--- src/rtl/operand_fetch.sv ---
// operand_fetch: decode/operand-fetch issue stage on the read side of a
// 16-entry x 16-bit register file. Latches one instruction, reads both
// sources, stalls while a used source is flagged in-use, then captures
// the operands and offers them to execute over a valid/ready handshake.
// Issuing claims the destination register (rf_claim / rf_next_dest).
//
// Build option: define OPFETCH_BYPASS_EN to let a matching writeback
// broadcast (wb_*) override an in-use flag and supply the operand value.
// Without it the wb_* inputs are ignored.
//
// Ports:
//   clk, rst                     clock, async active-high reset
//   instr_valid, instr, instr_ready   instruction input handshake
//   rf_src1/2, rf_val1/2, rf_inuse1/2 register file read ports
//   rf_next_dest, rf_claim       destination claim strobe
//   wb_valid, wb_dest, wb_val    writeback broadcast
//   ex_valid, ex_ready, ex_op, ex_dest, ex_a, ex_b  execute handshake
//   stall_cycles                 saturating count of hazard cycles
//
// state | meaning
// IDLE  | waiting for an instruction (instr_ready=1)
// CHECK | first look at source in-use flags
// STALL | waiting for a flagged source to clear
// HOLD  | operands captured, ex_valid=1 until ex_ready
module operand_fetch (
    input  logic        clk,
    input  logic        rst,
    input  logic        instr_valid,
    input  logic [15:0] instr,
    output logic        instr_ready,
    output logic [3:0]  rf_src1,
    output logic [3:0]  rf_src2,
    input  logic [15:0] rf_val1,
    input  logic [15:0] rf_val2,
    input  logic        rf_inuse1,
    input  logic        rf_inuse2,
    output logic [3:0]  rf_next_dest,
    output logic        rf_claim,
    input  logic        wb_valid,
    input  logic [3:0]  wb_dest,
    input  logic [15:0] wb_val,
    output logic        ex_valid,
    input  logic        ex_ready,
    output logic [3:0]  ex_op,
    output logic [3:0]  ex_dest,
    output logic [15:0] ex_a,
    output logic [15:0] ex_b,
    output logic [7:0]  stall_cycles
);

    typedef enum logic [1:0] {
        IDLE  = 2'd0,
        CHECK = 2'd1,
        STALL = 2'd2,
        HOLD  = 2'd3
    } state_t;

    state_t      state_q, state_d;
    logic [15:0] instr_q;
    logic [3:0]  ex_op_q, ex_dest_q;
    logic [15:0] ex_a_q, ex_b_q;
    logic [7:0]  stall_q, stall_d;

    logic [3:0]  op, rd, rs1, rs2;
    logic        is_nop, use1, use2;
    logic        checking, hazard, issue;
    logic        inuse1_eff, inuse2_eff;
    logic [15:0] val1, val2;

    assign op  = instr_q[15:12];
    assign rd  = instr_q[11:8];
    assign rs1 = instr_q[7:4];
    assign rs2 = instr_q[3:0];

    // Opcodes 8..B read rs1 only; NOP reads nothing.
    assign is_nop = (op == 4'hF);
    assign use1   = !is_nop;
    assign use2   = !is_nop && (op[3:2] != 2'b10);

`ifdef OPFETCH_BYPASS_EN
    logic byp1, byp2;
    assign byp1       = wb_valid && (wb_dest == rs1);
    assign byp2       = wb_valid && (wb_dest == rs2);
    assign inuse1_eff = rf_inuse1 && !byp1;
    assign inuse2_eff = rf_inuse2 && !byp2;
    assign val1       = byp1 ? wb_val : rf_val1;
    assign val2       = byp2 ? wb_val : rf_val2;
`else
    logic wb_unused;
    assign wb_unused  = ^{wb_valid, wb_dest, wb_val};
    assign inuse1_eff = rf_inuse1;
    assign inuse2_eff = rf_inuse2;
    assign val1       = rf_val1;
    assign val2       = rf_val2;
`endif

    assign checking = (state_q == CHECK) || (state_q == STALL);
    assign hazard   = checking && ((use1 && inuse1_eff) || (use2 && inuse2_eff));
    assign issue    = checking && !hazard;

    always_comb begin
        state_d = state_q;
        stall_d = stall_q;
        case (state_q)
            IDLE:  if (instr_valid) state_d = CHECK;
            CHECK,
            STALL: state_d = hazard ? STALL : HOLD;
            HOLD:  if (ex_ready) state_d = IDLE;
            default: state_d = IDLE;
        endcase
        if (hazard && (stall_q != 8'hFF))
            stall_d = stall_q + 8'd1;
    end

    always_ff @(posedge clk or posedge rst) begin
        if (rst) begin
            state_q   <= IDLE;
            instr_q   <= '0;
            ex_op_q   <= '0;
            ex_dest_q <= '0;
            ex_a_q    <= '0;
            ex_b_q    <= '0;
            stall_q   <= '0;
        end else begin
            state_q <= state_d;
            stall_q <= stall_d;
            if ((state_q == IDLE) && instr_valid)
                instr_q <= instr;
            if (issue) begin
                ex_op_q   <= op;
                ex_dest_q <= rd;
                ex_a_q    <= use1 ? val1 : 16'h0000;
                ex_b_q    <= use2 ? val2 : 16'h0000;
            end
        end
    end

    // Read indices and claim index are only presented while checking.
    assign rf_src1      = checking ? rs1 : 4'h0;
    assign rf_src2      = checking ? rs2 : 4'h0;
    assign rf_next_dest = checking ? rd  : 4'h0;
    assign rf_claim     = issue && !is_nop;

    assign instr_ready  = (state_q == IDLE);
    assign ex_valid     = (state_q == HOLD);
    assign ex_op        = ex_op_q;
    assign ex_dest      = ex_dest_q;
    assign ex_a         = ex_a_q;
    assign ex_b         = ex_b_q;
    assign stall_cycles = stall_q;

endmodule

--- config.mk ---
export PLATFORM = sky130hd
export DESIGN_NAME = operand_fetch
export DESIGN_NICKNAME = d
export VERILOG_FILES = /design/src/rtl/operand_fetch.sv
export SDC_FILE = /design/constraint.sdc
export NUM_CORES = 1
export LEC_CHECK = 0
export CORE_UTILIZATION = 45
export CTS_BUF_LIST = sky130_fd_sc_hd__clkbuf_4
export DETAILED_ROUTE_END_ITERATION = 16
export GPL_TIMING_DRIVEN = 0
export HOLD_SLACK_MARGIN = 0.1
export PLACE_DENSITY = 0.88
export SLEW_MARGIN = 0
export SYNTH_ARGS = -nofsm -noshare
export SYNTH_HDL_FRONTEND = slang
export SYNTH_SLANG_ARGS = --single-unit
--- constraint.sdc ---
create_clock -name clk -period 3.5 [get_ports clk]
set_clock_uncertainty 0.05 [all_clocks]
set_input_delay 0.525 -clock clk [delete_from_list [all_inputs] [get_ports clk]]
set_output_delay 0.525 -clock clk [all_outputs]
set_load 0.02 [all_outputs]
; Yosys cells after proc, flatten, opt, wreduce, memory -nomap -nowiden
; Index checks and enable logic that the tools add are counted.
[word_totals]
ff_bits = 66
in_bits = 75
out_inout_bits = 63
elab_cells = 40
[op_classes]
add_sub_neg = 1
eq_ne = 8
muxes = 9
n_reduce_logical = 15
[ops]
columns = op, n
row1 = $mux W16, 2
row2 = $mux W4, 3
row3 = $add A8 B1 Y8 const B, 1
row4 = $logic_and A1 B1 Y1, 8
row5 = $ne A8 B8 Y1 const B, 1
row6 = $pmux W2 S3, 1
row7 = $eq A2 B2 Y1 const B, 2
row8 = $eq A4 B4 Y1 const B, 1
row9 = $mux W2, 2
row10 = $ne A2 B2 Y1 const B, 2
row11 = $eq A2 B1 Y1 const B, 1
row12 = $logic_not A1 Y1, 2
row13 = $logic_not A2 Y1, 1
row14 = $logic_or A1 B1 Y1, 2
row15 = $ne A2 B1 Y1 const B, 1
row16 = $reduce_and A2 Y1, 1
row17 = $reduce_or A2 Y1, 1
row18 = $mux W1, 1

; Longest topological paths before layout
; Gate-level depths: netlist (run 1).
[logic_depth]
ltp_word = 9
ltp_mapped = 6
mapped_depth_nobuf = 5

; Worst setup path after synthesis (run 1)
; OpenSTA, ideal clock, no wires.
[synth_path]
path_type = reg2out
from = register instr_q[14]
to = output port rf_claim
arrival_time_ns = 1.263
t_required_ns = 2.925
setup_slack_ns = 1.662
path_stages_with_launch = 6
n_path_buf = 2
cell_sequence = dfrtp_1 > nand2b_1 > a21oi_4 > and3_1 > buf_4 > buf_6
[synth_between]
elab_chain_cells = 9
word_cells_on_any_way = 11
cone_classes = eq/ne (2) / reduce/logical (9)
[synth_lines]
columns = element, line_no
row1 = start: declaration, 59  ; logic [15:0] instr_q;
row2 = start signal: assignment, 128  ; instr_q <= instr;
row3 = $eq A4 B4 Y1, 76  ; assign is_nop = (op == 4'hF);
row4 = $logic_not A1 Y1, "77, 78, 142"
row5 = $logic_and A1 B1 Y1, 78  ; assign use2 = !is_nop && (op[3:2] != 2'b10);
row6 = $logic_and A1 B1 Y1, 98  ; assign hazard = checking && ((use1 && inuse1_eff) || (use2 && inuse2_eff));
row7 = $logic_or A1 B1 Y1, 98
row8 = $logic_and A1 B1 Y1, 98
row9 = $logic_not A1 Y1, 99  ; assign issue = checking && !hazard;
row10 = $logic_and A1 B1 Y1, 99
row11 = $logic_and A1 B1 Y1 *, 142  ; assign rf_claim = issue && !is_nop;
row12 = end: declaration, 38  ; output logic rf_claim,
; Every way passes the cells marked *; elsewhere a longest branch is shown, timed or not.

; Worst setup path in the final report (run 1)
; Same ends and word-level chain as after synthesis.

==> flow_summary.html, run 1 <==
<table>
<tr><th>Metric</th><th>Value</th></tr>
<tr><th colspan="2">Drt</th></tr>
<tr><td>Post-DR wirelength/cell</td><td>15.13 um</td></tr>
<tr><td>Final routed DRC violation total</td><td>0</td></tr>
<tr><td>Routed vias</td><td>between 2k and 2.5k</td></tr>
<tr><td>Number of DRC markers in iteration 0</td><td>75</td></tr>
<tr><td>Final WL</td><td>around 6500 um</td></tr>
<tr><td>Top layer used by detailed routing</td><td>met4</td></tr>
<tr><td>Residual antenna-violating net count after detailed routing</td><td>0</td></tr>
<tr><td>Total routed wire length on the met1 layer</td><td>about 2800 um</td></tr>
<tr><td>Amount of wire on met2 after detailed routing</td><td>roughly 3200 um</td></tr>
<tr><td>DR vias/cell</td><td>between 5 and 6</td></tr>
<tr><td>Detailed-routing iteration count for the pre-antenna-repair pass</td><td>4</td></tr>
<tr><td>Routed length on met3</td><td>around 470 um</td></tr>
<tr><th colspan="2">Outcome</th></tr>
<tr><td>Result of the run</td><td>finished clean</td></tr>
<tr><th colspan="2">Global route</th></tr>
<tr><td>Number of global-route vias before repair</td><td>~2.2k</td></tr>
<tr><td>Wire length of the first global-routing pass</td><td>between 10,000 and 15,000 um</td></tr>
<tr><td>Total congestion overflow after global routing</td><td>0</td></tr>
<tr><td>Maximum number of pins on one net before global-route repair</td><td>40</td></tr>
<tr><td>Initial antenna violation count</td><td>0</td></tr>
<tr><td>Overall fraction of global-route tracks in use</td><td>0.2130</td></tr>
<tr><th colspan="2">Synthesis</th></tr>
<tr><td>Warnings, synthesis</td><td>0</td></tr>
<tr><td>Synth unique cells</td><td>32</td></tr>
<tr><td>Top flip-flop cell by instance count after synthesis</td><td>dfrtp_1</td></tr>
<tr><td>Post-Synthesis Cell Area</td><td>0.002843 mm^2</td></tr>
<tr><td>Register bit total from synthesis</td><td>66</td></tr>
<tr><td>Number of standard cells after synthesis</td><td>around 220</td></tr>
<tr><td>Syn_area_per_cell</td><td>between 10 and 15 um^2</td></tr>
<tr><td>Proportion of register bits with asynchronous set or reset after synthesis</td><td>1.000</td></tr>
<tr><td>EDFF count, synth</td><td>0</td></tr>
<tr><td>Net Count, Synth</td><td>between 300 and 400</td></tr>
<tr><td>Sequential fraction of the synthesis area</td><td>0.5810</td></tr>
<tr><th colspan="2">Finish</th></tr>
<tr><td>Filler instances</td><td>between 400 and 500</td></tr>
<tr><td>Leading cell type in the layout, fill and taps excluded</td><td>clkdlybuf4s50_1</td></tr>
<tr><td>Post-route design area</td><td>around 0.0043 mm^2</td></tr>
<tr><td>Number of antenna diodes</td><td>0</td></tr>
<tr><td>Final Instance Count excl. Fillers</td><td>432</td></tr>
<tr><td>Ratio of cells with drive above 1 in the final layout</td><td>0.1457</td></tr>
<tr><td>Commonest cells after routing, fill and taps aside</td><td>116 x clkdlybuf4s50_1, 66 x dfrtp_1, 21 x nand2_1</td></tr>
<tr><td>Layout overhead on the synthesized area</td><td>49.52%</td></tr>
<tr><td>Post-route core utilization</td><td>0.7095</td></tr>
<tr><td>Area taken by flip-flops and latches</td><td>0.001652 mm^2</td></tr>
<tr><td>Combined area of the multi-input logic cells</td><td>around 0.0011 mm^2</td></tr>
<tr><td>Net total in the final layout</td><td>between 400 and 500</td></tr>
<tr><th colspan="2">Setup path</th></tr>
<tr><td>Count of cells along the worst register-to-register path</td><td>5</td></tr>
<tr><td>Worst-path fanout max</td><td>10</td></tr>
<tr><td>Critical path arrival</td><td>around 2.4 ns</td></tr>
<tr><td>Cell Chain, Critical Path</td><td>nand2b_1 -&gt; a21oi_4 -&gt; and3_1 -&gt; buf_4 -&gt; buf_6 -&gt; clkdlybuf4s50_1</td></tr>
<tr><td>Cell at the slowest stage of the critical path</td><td>clkdlybuf4s50_1</td></tr>
<tr><td>Class of the most critical setup path</td><td>reg -&gt; out</td></tr>
<tr><td>Worst setup EP type</td><td>primary output</td></tr>
<tr><td>Worst path required time</td><td>around 2.9 ns</td></tr>
<tr><td>Delay contributed by the slowest stage of the critical path</td><td>around 0.60 ns</td></tr>
<tr><td>Type of element launching the critical path</td><td>flip-flop</td></tr>
<tr><th colspan="2">Clock tree</th></tr>
<tr><td>CTS Root Buffer Type</td><td>clkbuf_4</td></tr>
<tr><td>CTS Buf Count</td><td>9</td></tr>
<tr><td>Count of clock tree sinks</td><td>66</td></tr>
<tr><td>Maximum clock insertion buffer count</td><td>2</td></tr>
<tr><td>Setup repair bufs after CTS</td><td>0</td></tr>
<tr><td>Clk slew on worst S/H paths</td><td>roughly 0.1 ns</td></tr>
<tr><td>Hold_buf cts</td><td>0</td></tr>
<tr><td>Latest clock arrival within the worst-skew pair</td><td>roughly 0.40 ns</td></tr>
<tr><td>Number of H-tree branching levels</td><td>3</td></tr>
<tr><td>Number of resized instances in the post-cts repair step</td><td>0</td></tr>
<tr><td>TritonCTS clock tree</td><td>done</td></tr>
<tr><th colspan="2">Timing</th></tr>
<tr><td>Final period demand of the worst path</td><td>2.988 ns</td></tr>
<tr><td>Tightest Pin Transition</td><td>about 0.84 ns</td></tr>
<tr><td>Final period utilization</td><td>0.8536</td></tr>
<tr><td>Hold slack final</td><td>0.4553 ns</td></tr>
<tr><td>RSZ-0062 raised after global routing</td><td>no</td></tr>
<tr><td>Number of pins with negative max-slew slack in the final report</td><td>0</td></tr>
<tr><td>Setup WS post-layout</td><td>0.5124 ns</td></tr>
<tr><td>TNS Setup</td><td>0 ns</td></tr>
<tr><td>Number of failing setup endpoints in the final timing report</td><td>0</td></tr>
<tr><td>Number of hold violations in the final report</td><td>0</td></tr>
<tr><td>Max-Slew Margin vs Limit</td><td>0.4422</td></tr>
<tr><td>F_max</td><td>around 0.33 GHz</td></tr>
<tr><th colspan="2">Placement</th></tr>
<tr><td>Post-placement cell area</td><td>around 0.0041 mm^2</td></tr>
<tr><td>Count of buffers from port buffering</td><td>116</td></tr>
<tr><td>Placed insts</td><td>between 400 and 500</td></tr>
<tr><td>Pre-CTS WS</td><td>0.5559 ns</td></tr>
<tr><td>HPWL after detailed placement</td><td>between 4000 and 5000 um</td></tr>
<tr><td>Placer Congestion</td><td>approximately 0.78</td></tr>
<tr><th colspan="2">Power and ir drop</th></tr>
<tr><td>Power density normalized to cell area</td><td>around 1000 mW/mm^2</td></tr>
<tr><td>Largest voltage drop on the vdd net</td><td>roughly 0.56 mV</td></tr>
<tr><td>Leakage Power</td><td>1.978 nW</td></tr>
<tr><td>Power, Total</td><td>4.341 mW</td></tr>
<tr><th colspan="2">Floorplanning</th></tr>
<tr><td>Initial Utilization</td><td>0.4745</td></tr>
<tr><td>I/O Pins</td><td>138</td></tr>
<tr><td>Die footprint</td><td>approximately 0.0066 mm^2</td></tr>
<tr><td>Die Span X</td><td>approximately 81 um</td></tr>
<tr><td>Chip height</td><td>approximately 81 um</td></tr>
<tr><td>Std cell rows</td><td>28</td></tr>
<tr><td>Total core area</td><td>~0.0060 mm^2</td></tr>
<tr><th colspan="2">Job</th></tr>
<tr><td>Max-cap viol count</td><td>0</td></tr>
<tr><th colspan="2">Worst hold path</th></tr>
<tr><td>Path category of the worst min-delay check</td><td>reg -&gt; reg</td></tr>
<tr><td>Worst hold path cell count</td><td>1</td></tr>
</table>
==> state kept, by name (all words and copies together) (netlist names) <==
name / count
ex_dest: 4
state_q: 2
ex_a: 16
ex_op: 4
ex_b: 16
stall_cycles: 8
instr_q: 16
==> power breakdown <==
group | total, mW | internal, mW | switching [mW]
Combinational | 2.47 | 1.28 | 1.19
Clock | 0.481 | 0.220 | 0.261
Sequential | 1.39 | 1.14 | 0.246
Total | 4.34 | 2.64 | 1.70
==> synthesized netlist by cell type (2+ instances only) <==
master / number / area [um^2]
buf_4: 3 / 22.52
inv_1: 20 / 75.07
clkbuf_1: 2 / 7.510
nor3_1: 2 / 10.01
buf_2: 2 / 10.01
nor2_1: 3 / 11.26
nand2b_1: 2 / 12.51
nand3_1: 3 / 15.01
a22o_1: 16 / 140.1
and2_1: 13 / 81.33
a21oi_1: 2 / 10.01
buf_6: 2 / 22.52
nand2_1: 21 / 78.83
and3_1: 2 / 12.51
nor4_1: 2 / 12.51
mux2_4: 7 / 105.1
xor2_1: 5 / 43.79
ha_1: 3 / 37.54
mux2i_1: 16 / 160.2
nand4_1: 2 / 12.51
nor4b_1: 2 / 17.52
dfrtp_1: 66 / 1652
mux2_2: 19 / 214.0
==> area by class of cell <==
type | count | share of cell area
clock inverter | 6 | 0.01354
multi-input combinational | 129 | 0.2479
buffer | 9 | 0.01472
timing repair buffer | 117 | 0.2779
clock buffer | 10 | 0.01766
inverter | 20 | 0.01766
tap | 75 | 0.02208
sequential | 66 | 0.3886
==> metal layers <==
layer,GRT usage,up-vias
met4,0.1036,0
met5,0,-
met1,0.2582,1044
met3,0.06222,10
li1,-,1024
met2,0.3467,83
==> path summary, 6_finish.rpt <==
kind	startpoint	to	slack, ns
max in group asynchronous	rst	stall_cycles[0]	2.21
worst max-delay path	instr_q[14]	rf_claim	0.51
worst max register to register	state_q[0]	stall_cycles[1]	1.43
min in group asynchronous	rst	stall_cycles[4]	0.56
worst min-delay path	instr_q[5]	instr_q[5]	0.46
worst min register to register	instr_q[5]	instr_q[5]	0.46
==> kinds of logic (layout without fill, tap and decap cells) <==
| logic type | after synthesis | in the layout | share of synthesized area |
|---|---|---|---|
| AO/OA/AOI/OAI | 23 | 23 | 0.06998 |
| XOR/XNOR | 5 | 5 | 0.01540 |
| adder cells (fa/ha/maj) | 3 | 3 | 0.01321 |
| buffers and inverters | 29 | 162 | 0.04841 |
| flip-flops | 66 | 66 | 0.5810 |
| multiplexers | 42 | 42 | 0.1686 |
| AND/OR/NAND/NOR | 56 | 56 | 0.1034 |
==> worst max-delay path: cells and delay by family, from the launching register on <==
family / cells / cell delay (ns)
DFF: 1 / 0.43
and+or+nand+nor: 2 / 0.40
AOI/OAI and AO/OA: 1 / 0.28
buffers and inverters: 3 / 0.91
Note: power is estimated with default switching activity, not from simulation.
==> inputs of run 2 (changes only) <==
Settings changed: CORE_ASPECT_RATIO set to 1.5, HOLD_SLACK_MARGIN 0.1 to unset.
==> run 2 against run 1 <==
Effect of this change:
- critical path depth stayed put
- global-route usage is 0.31 points lower
- maximum frequency decreased by 0.95%
- critical endpoint unchanged
- largest cell class unchanged
- highest routed layer unchanged
==> flow_summary.html, run 2 (synthesis gave the netlist of run 1 again) <==
<table>
<tr><th>Metric</th><th>Value</th></tr>
<tr><th colspan="2">Outcome</th></tr>
<tr><td>Result of the run</td><td>finished clean</td></tr>
<tr><th colspan="2">Global route</th></tr>
<tr><td>Number of global-route vias before repair</td><td>2,258 (+0.89%)</td></tr>
<tr><td>Maximum number of pins on one net before global-route repair</td><td>38 (-5.0%)</td></tr>
<tr><td>Overall fraction of global-route tracks in use</td><td>0.2099 (-0.003146)</td></tr>
<tr><td>Initial antenna violation count</td><td>1 (+1)</td></tr>
<tr><td>Wire length of the first global-routing pass</td><td>10,350 um (-0.72%)</td></tr>
<tr><td>Total congestion overflow after global routing</td><td>0 (unchanged)</td></tr>
<tr><th colspan="2">Clock tree</th></tr>
<tr><td>Clk slew on worst S/H paths</td><td>0.10 ns (about the same)</td></tr>
<tr><td>CTS Buf Count</td><td>9 (unchanged)</td></tr>
<tr><td>Setup repair bufs after CTS</td><td>0 (unchanged)</td></tr>
<tr><td>Number of resized instances in the post-cts repair step</td><td>0 (unchanged)</td></tr>
<tr><td>Number of H-tree branching levels</td><td>3 (unchanged)</td></tr>
<tr><td>Latest clock arrival within the worst-skew pair</td><td>0.39 ns (about the same)</td></tr>
<tr><td>Hold_buf cts</td><td>0 (unchanged)</td></tr>
<tr><td>TritonCTS clock tree</td><td>done</td></tr>
<tr><td>Maximum clock insertion buffer count</td><td>2 (unchanged)</td></tr>
<tr><td>CTS Root Buffer Type</td><td>clkbuf_4</td></tr>
<tr><td>Count of clock tree sinks</td><td>66 (unchanged)</td></tr>
<tr><th colspan="2">Setup path</th></tr>
<tr><td>Count of cells along the worst register-to-register path</td><td>5 (unchanged)</td></tr>
<tr><td>Worst reg-to-reg setup slack</td><td>1.50 ns (+0.07 ns)</td></tr>
<tr><td>Timing endpoint of the critical path</td><td>rf_claim</td></tr>
<tr><td>Critical path arrival</td><td>2.44 ns (+0.03 ns)</td></tr>
<tr><td>Critical Path Source</td><td>instr_q[14]</td></tr>
<tr><td>Type of element launching the critical path</td><td>flip-flop</td></tr>
<tr><td>Worst setup EP type</td><td>primary output</td></tr>
<tr><td>Worst path required time</td><td>2.92 ns (about the same)</td></tr>
<tr><td>Origin of the critical flop-to-flop path</td><td>state_q[0]</td></tr>
<tr><td>Endpoint of the worst register-to-register path</td><td>stall_cycles[1]</td></tr>
<tr><td>Class of the most critical setup path</td><td>reg -&gt; out</td></tr>
<tr><td>Worst-path fanout max</td><td>10 (unchanged)</td></tr>
<tr><th colspan="2">Drt</th></tr>
<tr><td>DR vias/cell</td><td>4.995 (-0.14%)</td></tr>
<tr><td>Final WL</td><td>6463 um (-1.1%)</td></tr>
<tr><td>Detailed-routing iteration count for the pre-antenna-repair pass</td><td>4 (unchanged)</td></tr>
<tr><td>Post-DR wirelength/cell</td><td>14.96 um (-1.1%)</td></tr>
<tr><td>Residual antenna-violating net count after detailed routing</td><td>0 (unchanged)</td></tr>
<tr><td>Final routed DRC violation total</td><td>0 (unchanged)</td></tr>
<tr><td>Routed vias</td><td>2,158 (-0.14%)</td></tr>
<tr><td>Number of DRC markers in iteration 0</td><td>89 (+19%)</td></tr>
<tr><th colspan="2">Placement</th></tr>
<tr><td>Placer Congestion</td><td>0.8096 (+3.5%)</td></tr>
<tr><td>HPWL after detailed placement</td><td>4750 um (-1.9%)</td></tr>
<tr><td>Count of buffers from port buffering</td><td>116 (unchanged)</td></tr>
<tr><td>Placed insts</td><td>415 (-0.24%)</td></tr>
<tr><td>Post-placement cell area</td><td>0.004116 mm^2 (about the same)</td></tr>
<tr><th colspan="2">Floorplanning</th></tr>
<tr><td>Total core area</td><td>0.006131 mm^2 (+2.3%)</td></tr>
<tr><td>I/O Pins</td><td>138 (unchanged)</td></tr>
<tr><td>Chip height</td><td>99.35 um (+22%)</td></tr>
<tr><td>Initial Utilization</td><td>0.4637 (-0.01085)</td></tr>
<tr><td>Die footprint</td><td>0.006646 mm^2 (+0.10%)</td></tr>
<tr><td>Die Span X</td><td>66.90 um (-18%)</td></tr>
<tr><td>Std cell rows</td><td>35 (+25%)</td></tr>
<tr><th colspan="2">Power and ir drop</th></tr>
<tr><td>Leakage Power</td><td>2.011 nW (+1.7%)</td></tr>
<tr><td>Power density normalized to cell area</td><td>1044 mW/mm^2 (+2.2%)</td></tr>
<tr><td>Largest voltage drop on the vdd net</td><td>0.6623 mV (+18%)</td></tr>
<tr><th colspan="2">Finish</th></tr>
<tr><td>Leading cell type in the layout, fill and taps excluded</td><td>clkdlybuf4s50_1</td></tr>
<tr><td>Final Instance Count excl. Fillers</td><td>432 (unchanged)</td></tr>
<tr><td>Post-route design area</td><td>0.004299 mm^2 (+1.1%)</td></tr>
<tr><td>Layout overhead on the synthesized area</td><td>51.23%</td></tr>
<tr><td>Ratio of cells with drive above 1 in the final layout</td><td>0.1513 (+0.005602)</td></tr>
<tr><td>Commonest cells after routing, fill and taps aside</td><td>116 x clkdlybuf4s50_1, 66 x dfrtp_1, 21 x nand2_1</td></tr>
<tr><td>Net total in the final layout</td><td>430 (unchanged)</td></tr>
<tr><th colspan="2">Timing</th></tr>
<tr><td>TNS Setup</td><td>0 ns (unchanged)</td></tr>
<tr><td>Hold slack final</td><td>0.4580 ns (+0.002710 ns)</td></tr>
<tr><td>Tightest Pin Transition</td><td>0.6546 ns (-0.1808 ns)</td></tr>
<tr><td>Max-Slew Margin vs Limit</td><td>0.5629 (+0.1207)</td></tr>
<tr><td>F_max</td><td>0.3315 GHz (-0.95%)</td></tr>
<tr><td>RSZ-0062 raised after global routing</td><td>no</td></tr>
<tr><td>Number of failing setup endpoints in the final timing report</td><td>0 (unchanged)</td></tr>
<tr><td>Final period utilization</td><td>0.8618 (+0.008228)</td></tr>
<tr><td>Final period demand of the worst path</td><td>3.016 ns (+0.02880 ns)</td></tr>
<tr><td>Number of pins with negative max-slew slack in the final report</td><td>0 (unchanged)</td></tr>
<tr><td>Number of hold violations in the final report</td><td>0 (unchanged)</td></tr>
<tr><th colspan="2">Job</th></tr>
<tr><td>Max-cap viol count</td><td>0 (unchanged)</td></tr>
<tr><th colspan="2">Worst hold path</th></tr>
<tr><td>Path category of the worst min-delay check</td><td>reg -&gt; reg</td></tr>
</table>
==> run 2: cell count changes in the layout (fill, tap and decap cells not counted) <==
cell and change:
bufinv_16 +2, clkinv_1 -2, clkinv_2 +2, clkinvlp_4 -2
diode_2 +1
==> run 2: worst max-delay path: stages (launching register included) <==
cell,delay (ns)
dfrtp_1,0.43
nand2b_1,0.19
a21oi_4,0.30
and3_1,0.21
buf_4,0.16
buf_6,0.14
clkdlybuf4s50_1,0.62
==> run 2: layout make-up <==
type	count	area (um^2)
Timing Repair Buffer	117	1181
Clock buffer	10	75.07
Multi-Input combinational cell	129	1054
Sequential cell	66	1652
Fill cell	457	1832
Tap cell	74	92.59
Buffer	9	62.56
Inverter	20	75.07
Clock inverter	6	105.1
Antenna cell	1	2.502
==> run 2: power by group <==
group	total, mW	switching [mW]	internal, mW
clock	0.635	0.268	0.367
combinational	2.46	1.19	1.28
sequential	1.39	0.247	1.14
total	4.49	1.70	2.79
==> run 2: metal layers <==
| layer | vias to the layer above | GRT usage | wire, um |
|---|---|---|---|
| li1 | 1019 | - | - |
| met1 | 1047 | 0.2483 | 2625 |
| met2 | 75 | 0.3504 | 3317 |
| met3 | 17 | 0.02982 | 298 |
| met4 | 0 | 0.1293 | 221 |
| met5 | - | 0 | 0 |
==> run 2: how the worst min path moves through the flow <==
stage / from / endpoint / cells after the start
CTS: instr_q[7] / instr_q[7] / 1
finish: instr_q[7] / instr_q[7] / 1
global route: instr_q[7] / instr_q[7] / 1
global placement: instr_q[0] / instr_q[0] / 1
detailed placement: ex_a[4] / ex_a[4] / 1
floorplan: instr_q[4] / instr_q[4] / 1
==> run 2: stage by stage <==
step,power [mW],util,setup WS (ns)
final,4.488,0.7012,0.4836
after global routing,4.761,0.7012,0.3728
after CTS,4.534,0.7008,0.4466
after detailed placement,3.884,0.6714,0.5381
after global placement,3.810,0.6682,0.1326
after floorplan,2.818,-,1.270
